$ cat src/rtl/pong_pkg.sv
// Shared types and helpers for the Pong game-flow controller.
// State encodings are fixed because the text overlay decodes them directly.
package pong_pkg;

   typedef enum logic [2:0] {
      ST_NEWGAME = 3'd0,
      ST_PLAY    = 3'd1,
      ST_PAUSED  = 3'd2,
      ST_NEWBALL = 3'd3,
      ST_OVER    = 3'd4
   } state_t;

   localparam logic [2:0] NO_WINNER = 3'd7;
   localparam int BCD_W   = 4;
   localparam int BALL_W  = 7;
   localparam int TIMER_W = 8;

   // Saturating decrement so the ball counter can never wrap below zero.
   function automatic logic [BALL_W-1:0] dec_sat(input logic [BALL_W-1:0] v);
      return (v == '0) ? '0 : v - 7'd1;
   endfunction

   function automatic logic [6:0] bcd_to_bin(input logic [BCD_W-1:0] tens,
                                             input logic [BCD_W-1:0] units);
      return 7'(tens) * 7'd10 + 7'(units);
   endfunction

endpackage

$ cat src/rtl/pong_game_ctrl_bcd2_counter.sv
// Two-digit BCD score counter for one player, with a win-score detector
// that looks at the post-increment value so the FSM can react in the same cycle.
module bcd2_counter
   import pong_pkg::*;
#(
   parameter int WIN_SCORE = 11
) (
   input  logic             clk,
   input  logic             reset_n,
   input  logic             inc,
   input  logic             clr,
   output logic [BCD_W-1:0] dig1,
   output logic [BCD_W-1:0] dig0,
   output logic             hit
);

   localparam logic [BCD_W-1:0] WIN_TENS  = BCD_W'(WIN_SCORE / 10);
   localparam logic [BCD_W-1:0] WIN_UNITS = BCD_W'(WIN_SCORE % 10);

   logic [BCD_W-1:0] nxt1;
   logic [BCD_W-1:0] nxt0;

   // 99 wraps to 00 even though a sane win score never lets us get there.
   always_comb begin
      nxt1 = dig1;
      nxt0 = dig0 + 4'd1;
      if (dig0 == 4'd9) begin
         nxt0 = '0;
         nxt1 = (dig1 == 4'd9) ? '0 : dig1 + 4'd1;
      end
   end

   assign hit = inc && (nxt1 == WIN_TENS) && (nxt0 == WIN_UNITS);

   always_ff @(posedge clk) begin
      if (!reset_n || clr) begin
         dig1 <= '0;
         dig0 <= '0;
      end else if (inc) begin
         dig1 <= nxt1;
         dig0 <= nxt0;
      end
   end

endmodule

$ cat src/rtl/pong_game_ctrl.sv
// Game-flow controller: serve/pause/over sequencing, ball budget, frame-counted
// delays and winner reporting for the Pong graphics and text units.
module pong_game_ctrl
   import pong_pkg::*;
#(
   parameter int NUM_PLAYERS = 2,
   parameter int BALLS       = 7,
   parameter int WIN_SCORE   = 11,
   parameter int SERVE_TICKS = 120,
   parameter int OVER_TICKS  = 180
) (
   input  logic                     clk,
   input  logic                     reset_n,
   input  logic                     frame_tick,
   input  logic                     start,
   input  logic [NUM_PLAYERS-1:0]   pts,
   input  logic                     pause,
   output logic [2:0]               state,
   output logic                     gra_still,
   output logic [BALL_W-1:0]        balls_left,
   output logic [8*NUM_PLAYERS-1:0] score_bcd,
   output logic [2:0]               winner,
   output logic                     game_over
);

   localparam logic [BALL_W-1:0]  BALLS_INIT = BALL_W'(BALLS);
   localparam logic [TIMER_W-1:0] SERVE_LOAD = TIMER_W'(SERVE_TICKS);
   localparam logic [TIMER_W-1:0] OVER_LOAD  = TIMER_W'(OVER_TICKS);

   state_t               st_q;
   state_t               st_nxt;
   logic [TIMER_W-1:0]   timer_q;
   logic [TIMER_W-1:0]   timer_nxt;
   logic [BALL_W-1:0]    balls_nxt;
   logic [2:0]           winner_nxt;
   logic [2:0]           win_calc;
   logic                 start_q;
   logic                 start_ev;
   logic                 score_clr;
   logic [NUM_PLAYERS-1:0] inc;
   logic [NUM_PLAYERS-1:0] hits;
   logic [BCD_W-1:0]     dig1     [NUM_PLAYERS];
   logic [BCD_W-1:0]     dig0     [NUM_PLAYERS];
   logic [6:0]           next_val [NUM_PLAYERS];

   assign state    = st_q;
   assign start_ev = start & ~start_q;
   assign inc      = (st_q == ST_PLAY) ? pts : '0;
   // Clearing on the transition edge means NEWGAME shows 00 from its first cycle.
   assign score_clr = (st_nxt == ST_NEWGAME);

   for (genvar i = 0; i < NUM_PLAYERS; i++) begin : g_player
      bcd2_counter #(
         .WIN_SCORE(WIN_SCORE)
      ) u_cnt (
         .clk     (clk),
         .reset_n (reset_n),
         .inc     (inc[i]),
         .clr     (score_clr),
         .dig1    (dig1[i]),
         .dig0    (dig0[i]),
         .hit     (hits[i])
      );
      assign score_bcd[8*i +: 8] = {dig1[i], dig0[i]};
   end

   // Scores as they will be after this edge, so winner is valid on OVER entry.
   always_comb begin
      for (int i = 0; i < NUM_PLAYERS; i++) begin
         next_val[i] = bcd_to_bin(dig1[i], dig0[i]);
         if (inc[i]) begin
            next_val[i] = (next_val[i] == 7'd99) ? 7'd0 : next_val[i] + 7'd1;
         end
      end
   end

   always_comb begin
      logic [6:0] best;
      logic [2:0] best_idx;
      logic       tie;
      best     = '0;
      best_idx = '0;
      tie      = 1'b0;
      for (int i = 0; i < NUM_PLAYERS; i++) begin
         if (i == 0 || next_val[i] > best) begin
            best     = next_val[i];
            best_idx = 3'(i);
            tie      = 1'b0;
         end else if (next_val[i] == best) begin
            tie = 1'b1;
         end
      end
      win_calc = tie ? NO_WINNER : best_idx;
   end

   always_comb begin
      st_nxt     = st_q;
      balls_nxt  = balls_left;
      winner_nxt = winner;
      timer_nxt  = timer_q;
      if (frame_tick && timer_q != '0) begin
         timer_nxt = timer_q - 8'd1;
      end
      case (st_q)
         ST_NEWGAME: begin
            balls_nxt  = BALLS_INIT;
            winner_nxt = NO_WINNER;
            if (start_ev) begin
               st_nxt    = ST_PLAY;
               balls_nxt = dec_sat(BALLS_INIT);
            end
         end
         ST_PLAY: begin
            // A point outranks a simultaneous pause request.
            if (|pts) begin
               if (|hits || balls_left == '0) begin
                  st_nxt     = ST_OVER;
                  timer_nxt  = OVER_LOAD;
                  winner_nxt = win_calc;
               end else begin
                  st_nxt    = ST_NEWBALL;
                  timer_nxt = SERVE_LOAD;
                  balls_nxt = dec_sat(balls_left);
               end
            end else if (pause) begin
               st_nxt = ST_PAUSED;
            end
         end
         ST_PAUSED: begin
            if (pause) begin
               st_nxt = ST_PLAY;
            end
         end
         ST_NEWBALL: begin
            if (timer_q == '0 && start_ev) begin
               st_nxt = ST_PLAY;
            end
         end
         ST_OVER: begin
            if (timer_q == '0) begin
               st_nxt     = ST_NEWGAME;
               balls_nxt  = BALLS_INIT;
               winner_nxt = NO_WINNER;
            end
         end
         default: begin
            st_nxt = ST_NEWGAME;
         end
      endcase
   end

   always_ff @(posedge clk) begin
      if (!reset_n) begin
         st_q       <= ST_NEWGAME;
         timer_q    <= '0;
         balls_left <= BALLS_INIT;
         winner     <= NO_WINNER;
         game_over  <= 1'b0;
         gra_still  <= 1'b1;
         start_q    <= 1'b1;
      end else begin
         st_q       <= st_nxt;
         timer_q    <= timer_nxt;
         balls_left <= balls_nxt;
         winner     <= winner_nxt;
         game_over  <= (st_nxt == ST_OVER);
         gra_still  <= (st_nxt != ST_PLAY);
         start_q    <= start;
      end
   end

endmodule

$ cat config.mk
export PLATFORM = sky130hd
export DESIGN_NAME = pong_game_ctrl
export DESIGN_NICKNAME = d
export VERILOG_FILES = /design/src/rtl/pong_pkg.sv /design/src/rtl/pong_game_ctrl_bcd2_counter.sv /design/src/rtl/pong_game_ctrl.sv
export SDC_FILE = /design/constraint.sdc
export NUM_CORES = 1
export LEC_CHECK = 0
export CAP_MARGIN = 30
export CELL_PAD_IN_SITES_DETAIL_PLACEMENT = 1
export CELL_PAD_IN_SITES_GLOBAL_PLACEMENT = 1
export CORE_MARGIN = 5
export CORE_UTILIZATION = 35
export DETAILED_ROUTE_END_ITERATION = 10
export DONT_BUFFER_PORTS = 1
export GPL_TIMING_DRIVEN = 0
export HOLD_SLACK_MARGIN = 0.06
export PLACE_DENSITY_LB_ADDON = 0.2
export SETUP_SLACK_MARGIN = 0.15
export SYNTH_ARGS = -nofsm -noshare
export SYNTH_HDL_FRONTEND = slang
export SYNTH_HIERARCHICAL = 1
export SYNTH_SLANG_ARGS = --single-unit
$ cat constraint.sdc
create_clock -name clk -period 3.75 [get_ports clk]
set_input_delay 0.375 -clock clk [delete_from_list [all_inputs] [get_ports clk]]
set_output_delay 0.375 -clock clk [all_outputs]
set_load 0.005 [all_outputs]
==> results.sh, run 1 <==
export IMPL_avgRoutedWirePerCell_um=16.9
export IMPL_grt_pass1_vias=2887
export IMPL_first_pass_iters=4
export IMPL_power_total_mw=1.28
export IMPL_crit_buf_inv=0
export IMPL_io_pins=38
export IMPL_fin_util_pct=39.8
export IMPL_syn_area_um2=3200
export IMPL_relSlewSlack_pct=43.2
export IMPL_cts_buffers_inserted=5
export IMPL_clk_path_buf_depth=2
export IMPL_antenna_found_initial=0
export IMPL_yosys_warnings=6
export IMPL_postSynth_topFlopCell="dfxtp_1"
export IMPL_wl_met1_um=4060
export IMPL_port_buffers=0
export IMPL_start_kind="register"
export IMPL_hold_depth=1
export IMPL_synth_largest_area_cell="dfxtp_1"
export IMPL_fp_dieArea_um2=11200
export IMPL_fin_skew_ps=9.51
export IMPL_setup_viol=0
export IMPL_tritoncts="yes"
export IMPL_period_minus_slack_ps=3390
export IMPL_final_cell_mix="34 x a21oi_1, 32 x dfxtp_1, 27 x ha_1, 21 x nor2_1, 20 x nand2_1"
export IMPL_synth_top_area_share_pct=24.4
export IMPL_crit_arrival_ps=3570
export IMPL_drv_cap=0
export IMPL_crit_fanout=11
export IMPL_reg2reg_setup_slack_ps=360
export IMPL_reg2reg_depth=12
export IMPL_irDropWorstVdd_v=0.000148
export IMPL_reg2reg_from="g_player[0].u_cnt/dig1[2]"
export IMPL_powerDensity_nw_per_um2=355
export IMPL_wl_met3_um=289
export IMPL_floorplan_initialDensity_pct=35.3
export IMPL_final_common_cell="a21oi_1"
export IMPL_clockRootBuffer="clkbuf_8"
export IMPL_avgSynthCellArea_um2=8.34
export IMPL_drc_errors=0
export IMPL_outcome="finished clean"
export IMPL_num_rows=35
export IMPL_core_um2=9060
export IMPL_ant_nets=0
export IMPL_nets=430
export IMPL_worstHoldStart="reset_n"
export IMPL_htree_levels=2
export IMPL_synthCells=384
export IMPL_synth_area_leaders="dfxtp_1 24%, ha_1 11%, a21oi_1 5.6%"
export IMPL_slowest_delay_ps=390
export IMPL_tightestPinTransition_ps=845
export IMPL_wl_met2_um=4030
export IMPL_chipWidth_um=106
export IMPL_cts_hold_buf=0
export IMPL_dr_first_iter_drc_count=97
export IMPL_p_leak_nw=1.34
export IMPL_grt_max_degree=14
export IMPL_worstPathRequired_ps=3930
export IMPL_dieHeight_um=106
export IMPL_n_antenna_cell=0
export IMPL_fin_crit_sh_pct=90.5
export IMPL_clk_pin_slew_ps=90
export IMPL_grt_pass1_wl_um=14300
export IMPL_yosysSeqAreaShare_pct=24.4
export IMPL_worstSetupEndpointType="register"
export IMPL_clk_latency_ps=300
export IMPL_place_gp_congestion=0.828
export IMPL_viasPerCell=5.71
export IMPL_synth_seq_cells=39
export IMPL_slowest_stage="dfxtp_4"
export IMPL_worstPathCellList="ha_1, ha_1, a21oi_1, and3b_1, nor2_1, o41ai_1, mux2_2, ha_1, nand4_1, a21oi_1, a2111oi_2, a31oi_1"
export IMPL_async_reset_ff_share_pct=0
export IMPL_drive_above_1_share_pct=13.7
export IMPL_route_top_layer_used="met4"
export IMPL_rsz0062_at_grt="true"
export IMPL_synth_edff_count=0
export IMPL_drt_total_wl_um=8510
export IMPL_crit_type="reg2reg"
export IMPL_grt_overflow=0
export IMPL_cp_top_family="compound AO/OA/AOI/OAI gates"
export IMPL_min_to="start_q"
export IMPL_track_usage_pct=15.4
export IMPL_rr_endpoint="winner[0]"
export IMPL_hold_class="in2reg"
export IMPL_dp_hpwl_um=6410
export IMPL_max_freq_ghz=0.295
export IMPL_hold_violations=0
export IMPL_cts_num_sinks=39
export IMPL_synth_distinct_cells=60
export IMPL_syn2layout_area_growth_pct=12.8
export IMPL_synth_fp_nets=422
export IMPL_via_count=2878
export IMPL_crit_top_cell="ha_1"
export IMPL_slew_viol_final=0
-- metrics by stage --
stage / cell area (µm²) / setup slack, ps / instances / hold WS [ps] / setup TNS, ps
5_1_grt: 3610 / 135 / 504 / 143 / 0
3_5_place_dp: 3340 / -209 / 495 / 455 / -209
6_report: 3610 / 358 / 504 / 153 / 0
2_1_floorplan: 3200 / 338 / 384 / 448 / 0
3_3_place_gp: 3340 / -84.5 / 495 / 453 / -84.5
4_1_cts: 3500 / 218 / 503 / 144 / 0
-- kinds of logic after synthesis --
kind of cell               count (synthesis)  share of synthesized area [%]
AOI/OAI and AO/OA                        104                           21.0
xor gates and xnor gates                  24                           6.57
adders and majority gates                 31                           13.1
buffers and inverters                     31                           4.34
DFF                                       39                           24.4
muxes                                      7                           2.27
and+or+nand+nor                          148                           28.4
-- flip-flops by register name, summed over array words and instances, names as in the netlist --
register / count
g_player.u_cnt/dig1: 8
g_player.u_cnt/dig0: 8
balls_left: 7
game_over: 1
winner: 2
timer_q: 8
start_q: 1
gra_still: 1
state: 3
-- cell usage after synthesis (12+ instances only) --
cell      instances
nand2_1          20
nand3_1          13
nand2b_1         13
ha_1             27
nor2_1           21
o21ai_0          19
or3_1            13
xnor2_1          12
xor2_1           12
dfxtp_1          39
nand4_1          12
inv_1            18
a21oi_1          36
-- routing by layer --
metal,track usage [%],vias up
li1,-,1436
met1,20.2,1398
met2,25.7,34
met3,2.94,10
met4,4.53,0
met5,0,-
-- final cells by class --
cell class / instances / area (µm²)
clock inverters: 2 / 60.1
inverters: 18 / 67.6
fillers: 1077 / 5450
repair buffers: 1 / 12.5
multi-input cells: 314 / 2380
flip-flops and latches: 39 / 802
plain buffers: 13 / 73.8
well taps: 111 / 139
clock buffers: 6 / 72.6
-- worst max-delay path by stage --
| stage | from | end | slack [ps] | depth (start not counted) |
|---|---|---|---|---|
| 6_report | g_player[0].u_cnt/dig1[2] | winner[0] | 360 | 12 |
| 5_1_grt | g_player[1].u_cnt/dig1[1] | winner[0] | 140 | 14 |
| 4_1_cts | g_player[0].u_cnt/dig1[1] | winner[0] | 220 | 14 |
| 3_5_place_dp | g_player[0].u_cnt/dig1[1] | winner[0] | -210 | 14 |
| 3_3_place_gp | g_player[0].u_cnt/dig1[1] | winner[0] | -80 | 14 |
| 2_1_floorplan | g_player[0].u_cnt/dig1[1] | winner[0] | 340 | 14 |
-- worst reg2reg max path: stages, from the launching register on --
cell,delay [ps]
dfxtp_4,390
ha_1,300
ha_1,330
a21oi_1,380
and3b_1,330
nor2_1,110
o41ai_1,320
mux2_2,210
ha_1,240
nand4_1,130
a21oi_1,70
a2111oi_2,340
a31oi_1,120
-- timing repair --
item | in CTS | in global routing
gates resized for setup | 13 | 22
endpoints found under the setup margin | 1 | 16
buffers inserted | 0 | 1
pin swaps | 0 | 3
-- power by group --
group	switching (mW)	leakage (nW)	internal, mW
Combinational	0.201	0.954	0.149
Clock	0.156	0.0654	0.266
Sequential	0.0589	0.322	0.452
Power figures use the tool's default switching activity.
==> run 2, diff against run 1 <==
--- a/config.mk
+++ b/config.mk
@@ -16,6 +16,7 @@
 export HOLD_SLACK_MARGIN = 0.06
 export PLACE_DENSITY_LB_ADDON = 0.2
 export SETUP_SLACK_MARGIN = 0.15
+export SLEW_MARGIN = 40
 export SYNTH_ARGS = -nofsm -noshare
 export SYNTH_HDL_FRONTEND = slang
 export SYNTH_HIERARCHICAL = 1
==> results.sh, run 2 (synthesized netlist as in run 1, its figures left out) <==
export IMPL_outcome="finished clean"
export IMPL_crit_buf_inv=0
export IMPL_slowest_delay_ps=390
export IMPL_crit_fanout=11
export IMPL_dr_first_iter_drc_count=105
export IMPL_crit_arrival_ps=3570
export IMPL_fin_area_um2=3620
export IMPL_dp_cells=495
export IMPL_grt_pass1_wl_um=14300
export IMPL_hold_violations=0
export IMPL_switching_share_pct=32.4
export IMPL_start_kind="register"
export IMPL_crit_top_cell="ha_1"
export IMPL_place_area_um2=3340
export IMPL_nets=430
export IMPL_antenna_found_initial=0
export IMPL_clk_pin_slew_ps=90
export IMPL_via_count=2879
export IMPL_worstSetupEndpointType="register"
export IMPL_clk_path_buf_depth=2
export IMPL_fin_cells=504
export IMPL_irDropWorstVdd_v=0.000148
export IMPL_max_freq_ghz=0.295
export IMPL_grt_pass1_vias=2887
export IMPL_p_leak_nw=1.34
export IMPL_seqPwrFrac_pct=39.8
export IMPL_place_gp_congestion=0.828
export IMPL_grt_max_degree=14
export IMPL_comb_power_share_pct=27.3
export IMPL_worstPathRequired_ps=3930
export IMPL_drt_total_wl_um=8500
export IMPL_ant_nets=0
export IMPL_setup_tns_final_ps=0
export IMPL_drc_errors=0
export IMPL_port_buffers=0
export IMPL_floorplan_initialDensity_pct=35.3
export IMPL_preCtsSetupSlack_ps=-209
export IMPL_worstPathCellList="ha_1, ha_1, a21oi_1, and3b_1, nor2_1, o41ai_1, mux2_2, ha_1, nand4_1, a21oi_1, a2111oi_2, a31oi_1"
export IMPL_intPower_mw=0.868
export IMPL_grt_overflow=0
export IMPL_hold_class="in2reg"
export IMPL_fin_crit_sh_pct=90.4
export IMPL_cts_buffers_inserted=5
export IMPL_final_cell_mix="34 x a21oi_1, 32 x dfxtp_1, 27 x ha_1, 21 x nor2_1, 20 x nand2_1"
export IMPL_clockRootBuffer="clkbuf_8"
export IMPL_crit_type="reg2reg"
export IMPL_viasPerCell=5.71
export IMPL_cp_top_family="compound AO/OA/AOI/OAI gates"
export IMPL_num_rows=35
export IMPL_tritoncts="yes"
export IMPL_worst_slack_ps=359
export IMPL_fin_skew_ps=9.59
export IMPL_setup_viol=0
export IMPL_powerDensity_nw_per_um2=355
export IMPL_slew_viol_final=0
export IMPL_syn2layout_area_growth_pct=12.9
export IMPL_core_um2=9060
export IMPL_io_pins=38
export IMPL_period_minus_slack_ps=3390
export IMPL_top_regs="g_player.u_cnt/dig0: 8 flops, g_player.u_cnt/dig1: 8 flops, timer_q: 8 flops"
export IMPL_cts_num_sinks=39
export IMPL_clk_latency_ps=300
export IMPL_chipWidth_um=106
export IMPL_p_switching_mw=0.416
export IMPL_dieHeight_um=106
export IMPL_n_antenna_cell=0
export IMPL_track_usage_pct=15.4
export IMPL_drive_above_1_share_pct=14.0
export IMPL_rsz0062_at_grt="true"
export IMPL_first_pass_iters=4
export IMPL_slowest_stage="dfxtp_4"
export IMPL_cts_hold_buf=0
export IMPL_htree_levels=2
export IMPL_fp_dieArea_um2=11200
export IMPL_clkPwrFrac_pct=32.9
export IMPL_relSlewSlack_pct=59.3
export IMPL_tightestPinTransition_ps=606
export IMPL_avgRoutedWirePerCell_um=16.9
export IMPL_final_common_cell="a21oi_1"
export IMPL_drv_cap=0
export IMPL_dp_hpwl_um=6410
-- run 2: changes by cell type in the layout (fill, tap and decap cells not counted) --
cell | before | now
o31ai_1 | 8 | 7
o31ai_2 | 0 | 1
-- run 2: power by group through the flow --
stage | Sequential (mW) | Clock (mW) | Combinational, mW
after floorplan | 0.508 | 0 | 0.277
after global placement | 0.522 | 0 | 0.343
after detailed placement | 0.524 | 0 | 0.347
after CTS | 0.511 | 0.438 | 0.352
after global routing | 0.516 | 0.455 | 0.396
final | 0.511 | 0.423 | 0.350
-- run 2: final cells by class --
| class | count | area (µm²) |
|---|---|---|
| buffer | 13 | 73.8 |
| clock buffer | 6 | 72.6 |
| clock inverter | 2 | 60.1 |
| fill | 1077 | 5450 |
| inverter | 18 | 67.6 |
| multi-input combinational | 314 | 2390 |
| sequential | 39 | 802 |
| tap | 111 | 139 |
| timing repair buffer | 1 | 12.5 |
-- run 2: metal layers --
metal  vias up  GRT usage, %  share of wire, %  routed length, µm
met1      1405          20.2                48               4070
li1       1435             -                 -                  -
met4         0          4.53               1.5                127
met5         -             0                 0                  0
met3        10          2.94               3.4                290
met2        29          25.7                47               4010
-- run 2: timing repair --
action / in CTS / in global routing
gates resized for setup: 13 / 22
pin swaps: 0 / 3
hold endpoints to repair: 0 / 0
endpoints found under the setup margin: 1 / 16
buffers inserted: 0 / 1
-- run 2: through the flow --
stage | power (mW) | hold slack (ps) | utilization (%)
after floorplan | 0.785 | 448 | -
after global placement | 0.865 | 453 | 36.9
after detailed placement | 0.871 | 455 | 36.9
after CTS | 1.30 | 144 | 38.6
after global routing | 1.37 | 143 | 39.9
final | 1.28 | 152 | 39.9
-- run 2: worst paths after layout --
| check | to | depth (start not counted) | slack (ps) | from |
|---|---|---|---|---|
| min | start_q | 1 | 150 | reset_n |
| max reg2reg | winner[0] | 12 | 360 | g_player[0].u_cnt/dig1[2] |
| min reg2reg | balls_left[6] | 2 | 520 | balls_left[6] |
| max | winner[0] | 12 | 360 | g_player[0].u_cnt/dig1[2] |
==> run 3, diff against run 2 <==
--- a/config.mk
+++ b/config.mk
@@ -15,6 +15,7 @@
 export GPL_TIMING_DRIVEN = 0
 export HOLD_SLACK_MARGIN = 0.06
 export PLACE_DENSITY_LB_ADDON = 0.2
+export REMOVE_ABC_BUFFERS = 1
 export SETUP_SLACK_MARGIN = 0.15
 export SLEW_MARGIN = 40
 export SYNTH_ARGS = -nofsm -noshare
==> results.sh, run 3 (synthesized netlist as in run 1, its figures left out) <==
export IMPL_drv_cap=0
export IMPL_fin_util_pct=37.7
export IMPL_grt_pass1_vias=2922
export IMPL_chipWidth_um=106
export IMPL_syn2layout_area_growth_pct=6.60
export IMPL_drive_above_1_share_pct=8.99
export IMPL_dp_hpwl_um=6390
export IMPL_cts_hold_buf=0
export IMPL_crit_buf_inv=1
export IMPL_power_total_mw=1.15
export IMPL_cp_top_family="adder cells"
export IMPL_setup_viol=0
export IMPL_grt_overflow=0
export IMPL_core_um2=9060
export IMPL_p_leak_nw=1.22
export IMPL_fin_cells=489
export IMPL_via_count=2835
export IMPL_place_gp_congestion=0.791
export IMPL_crit_arrival_ps=3700
export IMPL_place_area_um2=3270
export IMPL_floorplan_initialDensity_pct=35.3
export IMPL_preCtsSetupSlack_ps=-165
export IMPL_fp_dieArea_um2=11200
export IMPL_crit_top_cell="ha_1"
export IMPL_final_common_cell="a21oi_1"
export IMPL_clk_latency_ps=290
export IMPL_track_usage_pct=15.7
export IMPL_crit_type="reg2reg"
export IMPL_drt_total_wl_um=8430
export IMPL_tritoncts="yes"
export IMPL_n_antenna_cell=0
export IMPL_hold_violations=0
export IMPL_outcome="finished clean"
export IMPL_antenna_found_initial=0
export IMPL_dp_cells=482
export IMPL_worstSetupEndpointType="register"
export IMPL_period_minus_slack_ps=3530
export IMPL_num_rows=35
export IMPL_worst_slack_ps=222
export IMPL_irDropWorstVdd_v=0.000196
export IMPL_clk_path_buf_depth=2
export IMPL_crit_fanout=11
export IMPL_rsz0062_at_grt="true"
export IMPL_port_buffers=0
export IMPL_slowest_stage="fa_1"
export IMPL_grt_pass1_wl_um=14600
export IMPL_top_regs="g_player.u_cnt/dig0: 8 flops, g_player.u_cnt/dig1: 8 flops, timer_q: 8 flops"
export IMPL_nets=416
export IMPL_slew_viol_final=0
export IMPL_start_kind="register"
export IMPL_powerDensity_nw_per_um2=337
export IMPL_fin_area_um2=3410
export IMPL_htree_levels=2
export IMPL_grt_max_degree=19
export IMPL_holdWs_ps=148
export IMPL_clk_pin_slew_ps=80
export IMPL_tightestPinTransition_ps=625
export IMPL_drc_errors=0
export IMPL_cts_num_sinks=39
export IMPL_fin_skew_ps=10.2
export IMPL_worstPathRequired_ps=3920
export IMPL_hold_class="in2reg"
export IMPL_slowest_delay_ps=500
export IMPL_clockRootBuffer="clkbuf_8"
export IMPL_cts_setup_buffers=0
export IMPL_io_pins=38
export IMPL_ant_nets=0
export IMPL_fin_crit_sh_pct=94.1
export IMPL_dieHeight_um=106
export IMPL_dr_first_iter_drc_count=104
export IMPL_viasPerCell=5.80
export IMPL_cts_buffers_inserted=5
export IMPL_worstPathCellList="ha_1, ha_1, inv_1, fa_1, a21boi_0, o2bb2ai_4, nor4_2, xnor2_1, mux2_2, ha_1, nand4_1, nor2_1, a2111oi_2, a31oi_1"
export IMPL_final_cell_mix="36 x a21oi_1, 32 x dfxtp_1, 27 x ha_1, 21 x nor2_1, 20 x nand2_1"
export IMPL_relSlewSlack_pct=58.0
export IMPL_first_pass_iters=4
export IMPL_max_freq_ghz=0.283
export IMPL_setup_tns_final_ps=0
export IMPL_avgRoutedWirePerCell_um=17.2
## run 3: area by class of cell
class / instances / area, µm²
fill: 1074 / 5650
multi-input combinational: 314 / 2320
tap: 111 / 139
clock buffer: 6 / 82.6
clock inverter: 1 / 5.00
inverter: 18 / 67.6
sequential: 39 / 800
## run 3: worst paths after layout
check / startpoint / to / slack (ps) / depth (start not counted)
max reg2reg: g_player[0].u_cnt/dig1[3] / winner[0] / 220 / 14
min: reset_n / balls_left[0] / 150 / 1
min reg2reg: balls_left[5] / balls_left[5] / 530 / 2
max: g_player[0].u_cnt/dig1[3] / winner[0] / 220 / 14
## run 3: what timing repair did
item                                   CTS  global route
endpoints found under the hold margin    0             0
resized for setup                       12             5
setup endpoints to repair                1            16
## run 3: worst reg2reg max path: stages (launching register included)
cell and delay, ps:
dfxtp_4 400, ha_1 300, ha_1 140, inv_1 40, fa_1 500, a21boi_0 360, o2bb2ai_4 190, nor4_2 80
xnor2_1 140, mux2_2 270, ha_1 290, nand4_1 130, nor2_1 90, a2111oi_2 350, a31oi_1 120
## run 3: where the power goes
part,total [mW],internal [mW],switching (mW)
sequential,0.517,0.453,0.0636
combinational,0.337,0.145,0.192
clock,0.295,0.145,0.151
## run 3: layer usage
| metal | wire length [µm] | up-vias | track usage, % | part of all wire [%] |
|---|---|---|---|---|
| li1 | - | 1412 | - | - |
| met1 | 4010 | 1396 | 20.5 | 48 |
| met2 | 4140 | 20 | 26.9 | 49 |
| met3 | 186 | 7 | 2.33 | 2.2 |
| met4 | 97 | 0 | 4.07 | 1.2 |
| met5 | 0 | - | 0 | 0 |
